File: src/rtl/wptr_full.sv
// Write-side pointer and status logic for the async FIFO.
// Keeps the binary and Gray write pointers and compares them against the
// read pointer that has been synchronized into the write domain.
// Produces the RAM write address, full / almost-full, fill level and a
// sticky overflow flag.
// Every output comes from a register or from wbin_q, so wq2_rptr_i has no
// combinational path to any output.
module wptr_full #(
   parameter int ADDRSIZE  = 3,
   parameter int AF_THRESH = 6
) (
   input  logic                wclk_i,
   input  logic                wrst_i,
   input  logic                winc_i,
   input  logic [ADDRSIZE:0]   wq2_rptr_i,
   input  logic                wclr_ovf_i,
   output logic [ADDRSIZE-1:0] waddr_o,
   output logic [ADDRSIZE:0]   wptr_o,
   output logic                wfull_o,
   output logic                walmost_full_o,
   output logic [ADDRSIZE:0]   wlevel_o,
   output logic                woverflow_o
);

   localparam int A = ADDRSIZE;
   localparam logic [A:0] AF_TH = (A+1)'(AF_THRESH);

   logic [A:0] wbin_q, wbin_d;
   logic [A:0] wgray_q, wgray_d;
   logic       wfull_q, wfull_d;
   logic       walmost_full_q, walmost_full_d;
   logic [A:0] wlevel_q, wlevel_d;
   logic       woverflow_q, woverflow_d;

   logic       wr_accept;
   logic [A:0] rbin;
   logic [A:0] full_gray;

   // Gray-to-binary of the synchronized read pointer.
   // Each binary bit is the XOR of all Gray bits at or above it.
   always_comb begin
      rbin = '0;
      for (int i = 0; i <= A; i++) begin
         rbin[i] = ^(wq2_rptr_i >> i);
      end
   end

   // Next-state logic for the pointers, the status flags and the level.
   // The full pattern is the read pointer with its top two Gray bits inverted.
   // That is the Gray code of a pointer exactly one lap (2**A) ahead.
   always_comb begin
      wr_accept      = winc_i & ~wfull_q;
      wbin_d         = wbin_q + {{A{1'b0}}, wr_accept};
      wgray_d        = (wbin_d >> 1) ^ wbin_d;
      full_gray      = {~wq2_rptr_i[A:A-1], wq2_rptr_i[A-2:0]};
      wfull_d        = (wgray_d == full_gray);
      wlevel_d       = wbin_d - rbin;
      walmost_full_d = (wlevel_d >= AF_TH);
      // An overflow attempt in the same cycle as a clear keeps the flag set.
      woverflow_d    = (winc_i & wfull_q) | (woverflow_q & ~wclr_ovf_i);
   end

   // State registers; a synchronous reset takes priority over every other input.
   always_ff @(posedge wclk_i) begin
      if (wrst_i) begin
         wbin_q         <= '0;
         wgray_q        <= '0;
         wfull_q        <= 1'b0;
         walmost_full_q <= 1'b0;
         wlevel_q       <= '0;
         woverflow_q    <= 1'b0;
      end else begin
         wbin_q         <= wbin_d;
         wgray_q        <= wgray_d;
         wfull_q        <= wfull_d;
         walmost_full_q <= walmost_full_d;
         wlevel_q       <= wlevel_d;
         woverflow_q    <= woverflow_d;
      end
   end

   assign waddr_o        = wbin_q[A-1:0];
   assign wptr_o         = wgray_q;
   assign wfull_o        = wfull_q;
   assign walmost_full_o = walmost_full_q;
   assign wlevel_o       = wlevel_q;
   assign woverflow_o    = woverflow_q;

endmodule

File: config.mk
export PLATFORM = sky130hd
export DESIGN_NAME = wptr_full
export DESIGN_NICKNAME = d
export VERILOG_FILES = /design/src/rtl/wptr_full.sv
export SDC_FILE = /design/constraint.sdc
export NUM_CORES = 1
export LEC_CHECK = 0
export ABC_AREA = 1
export BUFFER_PORTS_ARGS = -buffer_cell sky130_fd_sc_hd__buf_2
export CELL_PAD_IN_SITES_DETAIL_PLACEMENT = 1
export CELL_PAD_IN_SITES_GLOBAL_PLACEMENT = 1
export CORE_MARGIN = 10
export CORE_UTILIZATION = 34
export DETAILED_ROUTE_END_ITERATION = 16
export GPL_ROUTABILITY_DRIVEN = 1
export PLACE_DENSITY_LB_ADDON = 0.1
export SYNTH_ARGS = -nofsm -noshare
export SYNTH_HDL_FRONTEND = slang
export SYNTH_SLANG_ARGS = --single-unit
File: constraint.sdc
create_clock -name wclk_i -period 2.48 [get_ports wclk_i]
set_input_delay 0.372 -clock wclk_i [delete_from_list [all_inputs] [get_ports wclk_i]]
set_output_delay 0.372 -clock wclk_i [all_outputs]
set_load 0.05 [all_outputs]
Word-level counts from Yosys, hierarchy flattened
Cells that the tools add are included.
W data, S select, Z words.
{ "classes": {"magnitude_cmp": 1, "n_bitwise": 8, "n_eq_ne": 1, "reduce_logical": 4, "add_sub_neg": 2} }
{ "ops": {"columns": ["cell", "count"], "rows": [
  ["$reduce_xor A4 Y1", 4],
  ["$add A4 B1 Y4", 1],
  ["$eq A4 B4 Y1", 1],
  ["$ge A4 B3 Y1 const B", 1],
  ["$sub A4 B4 Y4", 1],
  ["$xor A3 B4 Y4", 1],
  ["$and A1 B1 Y1", 3],
  ["$not A1 Y1", 2],
  ["$not A2 Y2", 1],
  ["$or A1 B1 Y1", 1]
]} }
{ "word_totals": {"regBits": 15, "out_inout_bits": 14, "elab_cells": 22} }

Longest topological paths before layout
Gate-level depths: netlist of the first run.
{ "logic_depth": {"word_depth": 5, "ltp_mapped": 15, "depth_no_buf": 15} }

Worst setup path after synthesis of the first run
No wires, ideal clock.
{ "synth_timing": {"path_type": "flip-flop to flip-flop", "startpoint": "register wfull_q, in the netlist wfull_o", "endpoint": "register walmost_full_q, in the netlist walmost_full_o", "t_arrival_ns": 2.265, "required_ns": 2.365, "slack_ns": 0.100, "stages_incl_launch_ff": 14, "path_cell_list": "dfxtp_1 nor2_1 ha_1 ha_1 inv_1 nand2_1 nand2_1 inv_1 ha_1 a21oi_1 nor2b_1 nand3_1 nand3_1 nand2_1"} }
{ "synth_between": {"elab_chain_cells": 5} }
{ "synth_lines": {"columns": ["element", "line", "rtl"], "rows": [
  ["start, declared", "30", "logic wfull_q, wfull_d;"],
  ["start signal, assigned", "75", "wfull_q <= wfull_d;"],
  ["$not A1 Y1", "52", "wr_accept = winc_i & ~wfull_q;"],
  ["$and A1 B1 Y1", "52", null],
  ["$add A4 B1 Y4", "53", "wbin_d = wbin_q + {{A{1'b0}}, wr_accept};"],
  ["net wbin_d[2]", "28", "logic [A:0] wbin_q, wbin_d;"],
  ["$sub A4 B4 Y4", "57", "wlevel_d = wbin_d - rbin;"],
  ["$ge A4 B3 Y1", "58", "walmost_full_d = (wlevel_d >= AF_TH);"],
  ["end signal, assigned", "76", "walmost_full_q <= walmost_full_d;"],
  ["end, declared", "31", "logic walmost_full_q, walmost_full_d;"]
]} }
The timed path passes the listed nets, and every way through them passes these cells.
A chain may end at the register's enable or synchronous reset.

Worst setup path in the final report of the first run
Same ends and word-level chain as after synthesis.

==> run_results.csv, run 1 <==
group,metric,value,unit
cts,clockRootBuffer,"clkbuf_4",
outcome,status,"completed",
worst_hold_path,min-delay-path-class,"input pin to register",
setup_path,startpoint_type,"register",
floorplanning,die_y,66.20,um
drt,route.antenna.remaining_nets,0,
worst_hold_path,hold_depth,4,
setup_path,r2r_slack,0.36,ns
cts,cts_hold_buf,0,
yosys,yosys_warnings,0,
cts,cts_made_buffers,3,
placement,port_buffers,21,
worst_hold_path,min_to,"woverflow_o",
setup_path,criticalPathCategory,"register to register",
timing,finalCriticalPeriod,2.119,ns
final_layout,fillers,281,
setup_path,path_max_fanout,4,
setup_path,r2r-end,"walmost_full_o",
final_layout,antenna_cells,0,
setup_path,cp-end-kind,"register",
cts,ctsResizeCount,0,
global_route,grt_pass1_wl,3029,um
yosys,synth.avg_cell_area,7.330,um^2
yosys,syn_area,725.7,um^2
floorplanning,dieArea,0.004382,mm^2
drt,drt_wl_total,1836,um
global_route,grt_max_degree,13,
yosys,yosysUniqueCellTypes,17,
setup_path,r2r.worst_path.cells,13,
timing,worst_slack,0.3606,ns
drt,drtIter0Drc,34,
drt,viasPerCell,4.642,
final_layout,drive_gt1_share,22.58,%
timing,finalCritPeriodShare,85.46,%
cts,path_clk_slew,0.08,ns
job,cap_violations,0,
floorplanning,start_util,36.25,%
placement,globalplace.congestion,0.7843,
timing,tns,0,ns
final_layout,most-common-layout-cells,"nand2_1, buf_2, inv_1, dfxtp_1, nor2_1",
floorplanning,rows,16,
drt,drc,0,
placement,hpwlAfterDp,1566,um
global_route,antenna_found_initial,0,
timing,setup_violations,0,
setup_path,critPathRequiredTime,2.67,ns
timing,tightestPinTransition,0.2526,ns
global_route,grt_util_all_layers,8.952,%
cts,ctsLongestPathBuffers,2,
setup_path,r2r-start,"wfull_o",
drt,drt-pass1-iter-count,4,
cts,post_cts_buffers,0,
worst_hold_path,min_from,"wclr_ovf_i",
floorplanning,core_region_area,0.002002,mm^2
timing,drv_slew,0,
global_route,gr-total-overflow,0,
setup_path,cp_cell_sequence,"nor2_1 > ha_1 > ha_1 > inv_1 > nand2_1 > nand2_1 > inv_1 > ha_1 > a21oi_1 > nor2b_1 > nand3_1 > nand3_1 > nand2_1",
drt,vias,701,
timing,max_slew_margin,83.27,%
power_and_ir_drop,p_leak,0.5060,nW
yosys,synth-seq-cells,14,
final_layout,nNetsFinal,139,
yosys,synthCells,99,
cts,clkSinkCount,14,
final_layout,final_common_cell,"nand2_1",
drt,route.detailed.wl_per_inst,12.16,um
yosys,synth_fp_nets,113,
power_and_ir_drop,ir_worst_vdd,0.0004092,V
floorplanning,boundaryPins,22,
timing,max_freq,471.8,MHz
cts,clkLatencyLatePin,0.29,ns
power_and_ir_drop,power.density,780.1,mW/mm^2
setup_path,crit_arrival,2.31,ns
cts,cts_tree,"built",
final_layout,area_growth,24.66,%
timing,fin_skew,0.002274,ns
yosys,synth-seq-area-share,38.62,%
global_route,grt_pass1_vias,700,
setup_path,cp_slowest_cell,"dfxtp_1",
setup_path,max_stage_delay,0.35,ns
cts,h-tree-depth,1,
timing,rsz0062_at_grt,"false",
timing,hold_viol,0,
floorplanning,die_x,66.20,um
placement,pre_cts_ws,0.1822,ns
state kept, by name, indices dropped and copies added, names as in the netlist:
| register | cells |
|---|---|
| walmost_full_o | 1 |
| wbin_q | 4 |
| wfull_o | 1 |
| wlevel_o | 4 |
| woverflow_o | 1 |
| wptr_o | 3 |
critical path: cells and delay by family, from the launching register on:
kind	cells	cell delay (ns)
AOI/OAI and AO/OA	1	0.18
adders and majority gates	3	0.77
buffers and inverters	2	0.14
DFF	1	0.35
and+or+nand+nor	7	0.57
metrics by stage:
| step | hold WS [ns] | power, W | cells | utilization (%) | cell area, um^2 |
|---|---|---|---|---|---|
| floorplan | 0.4561 | 0.0004801 | 99 | - | 725.7 |
| global placement | 0.4471 | 0.0005441 | 147 | 43.38 | 868.3 |
| detailed placement | 0.4581 | 0.0005500 | 147 | 43.38 | 868.3 |
| CTS | 0.3281 | 0.0007193 | 151 | 45.19 | 904.6 |
| global route | 0.3301 | 0.0007591 | 151 | 45.19 | 904.6 |
| finish | 0.3281 | 0.0007057 | 151 | 45.19 | 904.6 |
logic make-up (layout without fill, tap and decap cells):
kind of cell / Yosys count / in the layout / synth area share, %
buf+inv: 15 / 40 / 7.758
simple gates: 54 / 54 / 31.21
compound gates: 6 / 6 / 4.137
xor+xnor: 4 / 4 / 6.898
fa+ha+maj: 6 / 6 / 11.38
flops: 14 / 14 / 38.62
metal layers:
layer	part of all wire (%)	global-route usage (%)
met1	45	10.29
met2	45	13.28
met3	6.6	2.373
met4	3.6	7.853
met5	0	0
how the worst max path moves through the flow:
stage / from / end / slack [ns] / cells after the start
2_1_floorplan: wfull_o / walmost_full_o / 0.1 / 13
3_3_place_gp: winc_i / walmost_full_o / 0.24 / 15
3_5_place_dp: winc_i / walmost_full_o / 0.18 / 15
4_1_cts: wfull_o / walmost_full_o / 0.34 / 13
5_1_grt: wfull_o / walmost_full_o / 0.1 / 13
6_report: wfull_o / walmost_full_o / 0.36 / 13
synthesized netlist by cell type:
library cell	instances	area, um^2
nand3_1	10	50.05
xor2_2	1	16.27
xor2_1	1	8.760
fa_1	1	20.02
nand3b_1	1	7.510
dfxtp_1	14	280.3
xnor2_2	1	16.27
o21ai_0	1	5.000
xnor2_1	1	8.760
clkbuf_1	1	3.750
nand4_1	2	12.51
a21oi_1	5	25.02
inv_1	14	52.55
nor2b_1	1	6.260
nand2_1	28	105.1
ha_1	5	62.56
nor2_1	12	45.04
where the power goes:
group | switching, W | internal [W] | leakage, nW | total (W)
Sequential | 0.00000900 | 0.000255 | 0.115 | 0.000264
Combinational | 0.000199 | 0.0000757 | 0.370 | 0.000274
Clock | 0.0000785 | 0.0000895 | 0.0210 | 0.000168
Total | 0.000286 | 0.000420 | 0.506 | 0.000706
cell type report:
type                    instances  area, um^2  area share [%]
repair buffers                 22       112.6           12.45
multi-input cells              70       389.1           43.02
well taps                      27       33.78           3.734
inverters                      14       52.55           5.809
clock buffers                   4       36.28           4.011
flip-flops and latches         14       280.3           30.98
No activity file was read; power rests on OpenSTA's default activity.
==> inputs of run 2 (changes only) <==
--- a/config.mk
+++ b/config.mk
@@ -9,11 +9,12 @@
 export BUFFER_PORTS_ARGS = -buffer_cell sky130_fd_sc_hd__buf_2
 export CELL_PAD_IN_SITES_DETAIL_PLACEMENT = 1
 export CELL_PAD_IN_SITES_GLOBAL_PLACEMENT = 1
+export CORE_ASPECT_RATIO = 0.75
 export CORE_MARGIN = 10
 export CORE_UTILIZATION = 34
 export DETAILED_ROUTE_END_ITERATION = 16
 export GPL_ROUTABILITY_DRIVEN = 1
-export PLACE_DENSITY_LB_ADDON = 0.1
+export PLACE_DENSITY_LB_ADDON = 0.08
 export SYNTH_ARGS = -nofsm -noshare
 export SYNTH_HDL_FRONTEND = slang
 export SYNTH_SLANG_ARGS = --single-unit
==> run 2 against run 1 <==
Effect of this change: power down 5.2%; critical path depth unchanged; critical endpoint unchanged; highest routed layer unchanged; sequential power about the same; clock skew down 0.0014 ns; final area down 1.9%; combinational power about the same; first-iteration DRC count down 15%; routed wire length up 3.1%; maximum frequency down 4.0%.
==> run_results.csv, run 2 (synthesized netlist as in run 1, its figures left out) <==
group,metric,value,unit
timing,worst_slack,0.2719,ns
timing,max_freq,452.9,MHz
drt,viasPerCell,4.619,
setup_path,cp_slowest_cell,"dfxtp_1",
global_route,grt_pass1_wl,3346,um
floorplanning,dieArea,0.004401,mm^2
setup_path,cp-end-kind,"register",
drt,drt-pass1-iter-count,4,
final_layout,area_growth,22.24,%
drt,route.antenna.remaining_nets,0,
cts,post_cts_buffers,0,
setup_path,cp_cell_sequence,"nor2_1 > ha_1 > ha_1 > inv_1 > nand2_1 > nand2_1 > inv_1 > ha_1 > a21oi_1 > nor2b_1 > nand3_1 > nand3_1 > nand2_1",
timing,drv_slew,0,
job,cap_violations,0,
global_route,grt_util_all_layers,9.735,%
cts,clkSinkCount,14,
setup_path,cpLargestDelayFamily,"adder cells",
floorplanning,die_x,73.35,um
cts,path_clk_slew,0.08,ns
final_layout,final_util,44.04,%
placement,hpwlAfterDp,1581,um
power_and_ir_drop,power.density,754.3,mW/mm^2
final_layout,antenna_cells,0,
timing,tns,0,ns
final_layout,drive_gt1_share,21.95,%
cts,ctsLongestPathBuffers,2,
placement,globalplace.congestion,0.7894,
cts,h-tree-depth,1,
final_layout,nNetsFinal,139,
drt,drt_wl_total,1892,um
floorplanning,core_region_area,0.002014,mm^2
setup_path,path_max_fanout,4,
drt,drtIter0Drc,29,
global_route,grt_pass1_vias,728,
final_layout,most-common-layout-cells,"nand2_1, buf_2, inv_1, dfxtp_1, nor2_1",
setup_path,critPathRequiredTime,2.66,ns
timing,rsz0062_at_grt,"false",
timing,hold_viol,0,
timing,fin_skew,0.0008858,ns
cts,cts_tree,"built",
global_route,gr-total-overflow,0,
setup_path,crit_arrival,2.39,ns
cts,cts_made_buffers,3,
worst_hold_path,min-delay-path-class,"input pin to register",
setup_path,criticalPathCategory,"register to register",
timing,setup_violations,0,
timing,tightestPinTransition,0.2607,ns
global_route,antenna_found_initial,0,
drt,vias,679,
outcome,status,"completed",
power_and_ir_drop,p_leak,0.4988,nW
cts,cts_hold_buf,0,
timing,finalCriticalPeriod,2.208,ns
floorplanning,rows,14,
drt,route.detailed.wl_per_inst,12.87,um
cts,ctsResizeCount,0,
cts,clockRootBuffer,"clkbuf_4",
floorplanning,start_util,36.02,%
floorplanning,die_y,60.01,um
setup_path,max_stage_delay,0.35,ns
timing,finalCritPeriodShare,89.04,%
floorplanning,boundaryPins,22,
placement,pre_cts_ws,0.1056,ns
timing,max_slew_margin,82.74,%
placement,port_buffers,21,
final_layout,final_common_cell,"nand2_1",
setup_path,worstPathBufferInverterCount,2,
power_and_ir_drop,ir_worst_vdd,0.0003401,V
global_route,grt_max_degree,13,
drt,drc,0,
setup_path,startpoint_type,"register",
cts,clkLatencyLatePin,0.28,ns
run 2: cell count changes in the layout (fill, tap and decap cells not counted), sizes merged:
cell | previous run | this run
clkbuf | 4 | 3
run 2: report_power, final:
part | switching [W] | internal, W | leakage (nW) | total [W]
logic | 0.000200 | 0.0000758 | 0.370 | 0.000276
clock network | 0.0000739 | 0.0000564 | 0.0138 | 0.000130
registers | 0.00000867 | 0.000254 | 0.115 | 0.000263
run 2: area by class of cell:
type | instances | area, um^2
inverters | 14 | 52.55
flip-flops and latches | 14 | 280.3
well taps | 24 | 30.03
repair buffers | 22 | 112.6
fillers | 277 | 1127
multi-input cells | 70 | 389.1
clock buffers | 3 | 22.52
run 2: path summary, 6_finish.rpt:
kind                             startpoint        endpoint  slack [ns]  depth (start not counted)
worst max-delay path                wfull_o  walmost_full_o        0.27                         13
worst min register to register  woverflow_o     woverflow_o        0.46                          2
worst max register to register      wfull_o  walmost_full_o        0.27                         13
worst min-delay path             wclr_ovf_i     woverflow_o        0.33                          4
run 2: routing by layer:
metal | global-route usage, % | vias up | share of wire, %
met3 | 5.132 | 2 | 7.5
met2 | 15.30 | 14 | 43
met1 | 11.14 | 306 | 48
met5 | 0 | - | 0
met4 | 3.183 | 0 | 0.95
li1 | - | 357 | -
run 2: through the flow:
stage | std cells | hold WS, ns | area [um^2] | total power, W
final | 147 | 0.3303 | 887.1 | 0.0006691
after CTS | 147 | 0.3253 | 887.1 | 0.0006830
after floorplan | 99 | 0.4561 | 725.7 | 0.0004801
after global routing | 147 | 0.3488 | 887.1 | 0.0007251
after detailed placement | 144 | 0.4569 | 864.6 | 0.0005482
after global placement | 144 | 0.4477 | 864.6 | 0.0005427
run 2: worst min-delay path, stage by stage:
cell and delay, ns:
buf_2 0.07, inv_1 0.03, nand2_1 0.04, a21oi_1 0.05
==> inputs of run 3 (changes only) <==
==> constraint.sdc (replaced) <==
create_clock -name wclk_i -period 2.48 [get_ports wclk_i]
set_input_delay 0.248 -clock wclk_i [delete_from_list [all_inputs] [get_ports wclk_i]]
set_output_delay 0.248 -clock wclk_i [all_outputs]
set_load 0.05 [all_outputs]
==> run 3 against run 2 <==
Effect of this change: final area is 0.85% lower; die area is the same; via count is 2.9% higher; critical path type unchanged; critical path depth decreased by 1; largest cell class unchanged; power down 0.33%; register-to-register slack is essentially flat; largest power group unchanged; first-iteration DRC count shrank 31%; clock skew is 0.0056 ns higher.
==> run_results.csv, run 3 (synthesized netlist as in run 1, its figures left out) <==
group,metric,value,unit
setup_path,cp-end-kind,"register",
global_route,grt_pass1_vias,720,
global_route,grt_pass1_wl,3243,um
setup_path,cp_num_cells,12,
drt,route.antenna.remaining_nets,0,
job,cap_violations,0,
drt,drt_wl_total,1883,um
setup_path,cp_cell_sequence,"nor2_1 > ha_1 > ha_1 > nand2_1 > nand2_1 > inv_1 > ha_1 > a21oi_1 > nor2b_1 > nand3_1 > nand3_1 > nand2_1",
setup_path,crit_start,"wfull_o",
power_and_ir_drop,clockPowerShare,19.5,%
final_layout,antenna_cells,0,
floorplanning,core_region_area,0.002014,mm^2
placement,globalplace.congestion,0.8109,
outcome,status,"completed",
setup_path,r2r.worst_path.cells,12,
cts,clkSinkCount,14,
setup_path,path_max_fanout,5,
final_layout,nNetsFinal,138,
timing,max_slew_margin,82.99,%
timing,hold_viol,0,
timing,tns,0,ns
drt,drt-pass1-iter-count,4,
timing,finalCritPeriodShare,88.58,%
setup_path,criticalPathCategory,"register to register",
power_and_ir_drop,ir_worst_vdd,0.0005103,V
timing,rsz0062_at_grt,"false",
timing,tightestPinTransition,0.2569,ns
setup_path,critPathRequiredTime,2.67,ns
drt,route.detailed.wl_per_inst,12.90,um
setup_path,startpoint_type,"register",
drt,drc,0,
cts,clkLatencyLatePin,0.28,ns
floorplanning,boundaryPins,22,
setup_path,worstPathBufferInverterCount,1,
power_and_ir_drop,p_switching,0.0002816,W
power_and_ir_drop,internal_power,0.0003853,W
power_and_ir_drop,power.density,758.2,mW/mm^2
global_route,antenna_found_initial,0,
cts,clockRootBuffer,"clkbuf_4",
setup_path,r2r-start,"wfull_o",
cts,path_clk_slew,0.09,ns
setup_path,cp-endpoint,"walmost_full_o",
global_route,gr-total-overflow,0,
global_route,grt_util_all_layers,9.419,%
cts,h-tree-depth,1,
cts,ctsLongestPathBuffers,2,
final_layout,final_util,43.66,%
setup_path,max_stage_delay,0.34,ns
setup_path,r2r_slack,0.28,ns
floorplanning,die_x,73.35,um
cts,cts_made_buffers,3,
global_route,grt_max_degree,13,
floorplanning,die_y,60.01,um
power_and_ir_drop,p_leak,0.4946,nW
placement,hpwlAfterDp,1623,um
floorplanning,dieArea,0.004401,mm^2
worst_hold_path,min-delay-path-class,"input pin to register",
setup_path,cpLargestDelayFamily,"adder cells",
final_layout,drive_gt1_share,21.31,%
drt,vias,699,
cts,cts_hold_buf,0,
setup_path,cp_slowest_cell,"ha_1",
cts,cts_tree,"built",
timing,max_freq,455.2,MHz
timing,setup_violations,0,
final_layout,area_growth,21.21,%
power_and_ir_drop,combPwrFrac,40.9,%
final_layout,most-common-layout-cells,"nand2_1, buf_2, inv_1, dfxtp_1, nor2_1",
timing,drv_slew,0,
final_layout,final_common_cell,"nand2_1",
setup_path,crit_arrival,2.38,ns
power_and_ir_drop,switching_share,42.23,%
drt,drtIter0Drc,20,
setup_path,r2r-end,"walmost_full_o",
power_and_ir_drop,power_frac_seq,39.6,%
placement,port_buffers,21,
timing,fin_skew,0.006484,ns
drt,viasPerCell,4.788,
cts,ctsResizeCount,0,
timing,finalCriticalPeriod,2.197,ns
floorplanning,rows,14,
cts,post_cts_buffers,0,
floorplanning,start_util,36.02,%
run 3: tightest hold or removal path, delay by kind of cell:
| kind | cells | cell delay [ns] |
|---|---|---|
| buffers and inverters | 2 | 0.10 |
| and+or+nand+nor | 1 | 0.04 |
| AOI/OAI and AO/OA | 1 | 0.05 |
run 3: power groups by stage:
stage / registers (W) / clock network [W] / logic [W]
CTS: 0.000264 / 0.000138 / 0.000277
floorplan: 0.000376 / 0 / 0.000104
global route: 0.000267 / 0.000148 / 0.000301
global placement: 0.000268 / 0 / 0.000275
finish: 0.000264 / 0.000130 / 0.000272
detailed placement: 0.000270 / 0 / 0.000276
run 3: how the worst min path moves through the flow:
stage | cells past startpoint | from | slack, ns | end
final | 4 | wclr_ovf_i | 0.21 | woverflow_o
after global placement | 2 | woverflow_o | 0.45 | woverflow_o
after CTS | 4 | wclr_ovf_i | 0.20 | woverflow_o
after detailed placement | 2 | woverflow_o | 0.46 | woverflow_o
after global routing | 4 | wclr_ovf_i | 0.24 | woverflow_o
after floorplan | 1 | wrst_i | 0.33 | wlevel_o[2]
run 3: metal layers:
metal	global-route usage [%]	share of wire (%)	wire length, um
met1	10.55	47	879
met2	15.18	45	839
met3	4.801	7.8	146
met4	3.183	0.90	17
met5	0	0	0
run 3: metrics by stage:
stage | total power (W) | area (um^2) | setup WS (ns) | cells | hold WS, ns
after floorplan | 0.0004801 | 725.7 | 0.09982 | 99 | 0.3321
after global placement | 0.0005430 | 857.1 | 0.2896 | 143 | 0.4474
after detailed placement | 0.0005460 | 857.1 | 0.2137 | 143 | 0.4563
after CTS | 0.0006792 | 879.6 | 0.2540 | 146 | 0.2029
after global routing | 0.0007159 | 879.6 | 0.05169 | 146 | 0.2440
final | 0.0006669 | 879.6 | 0.2832 | 146 | 0.2083
run 3: cell type report:
class | instances | area, um^2
Inverter | 14 | 52.55
Timing Repair Buffer | 21 | 105.1
Multi-Input combinational cell | 70 | 389.1
Fill cell | 267 | 1135
Tap cell | 24 | 30.03
Clock buffer | 3 | 22.52
Sequential cell | 14 | 280.3
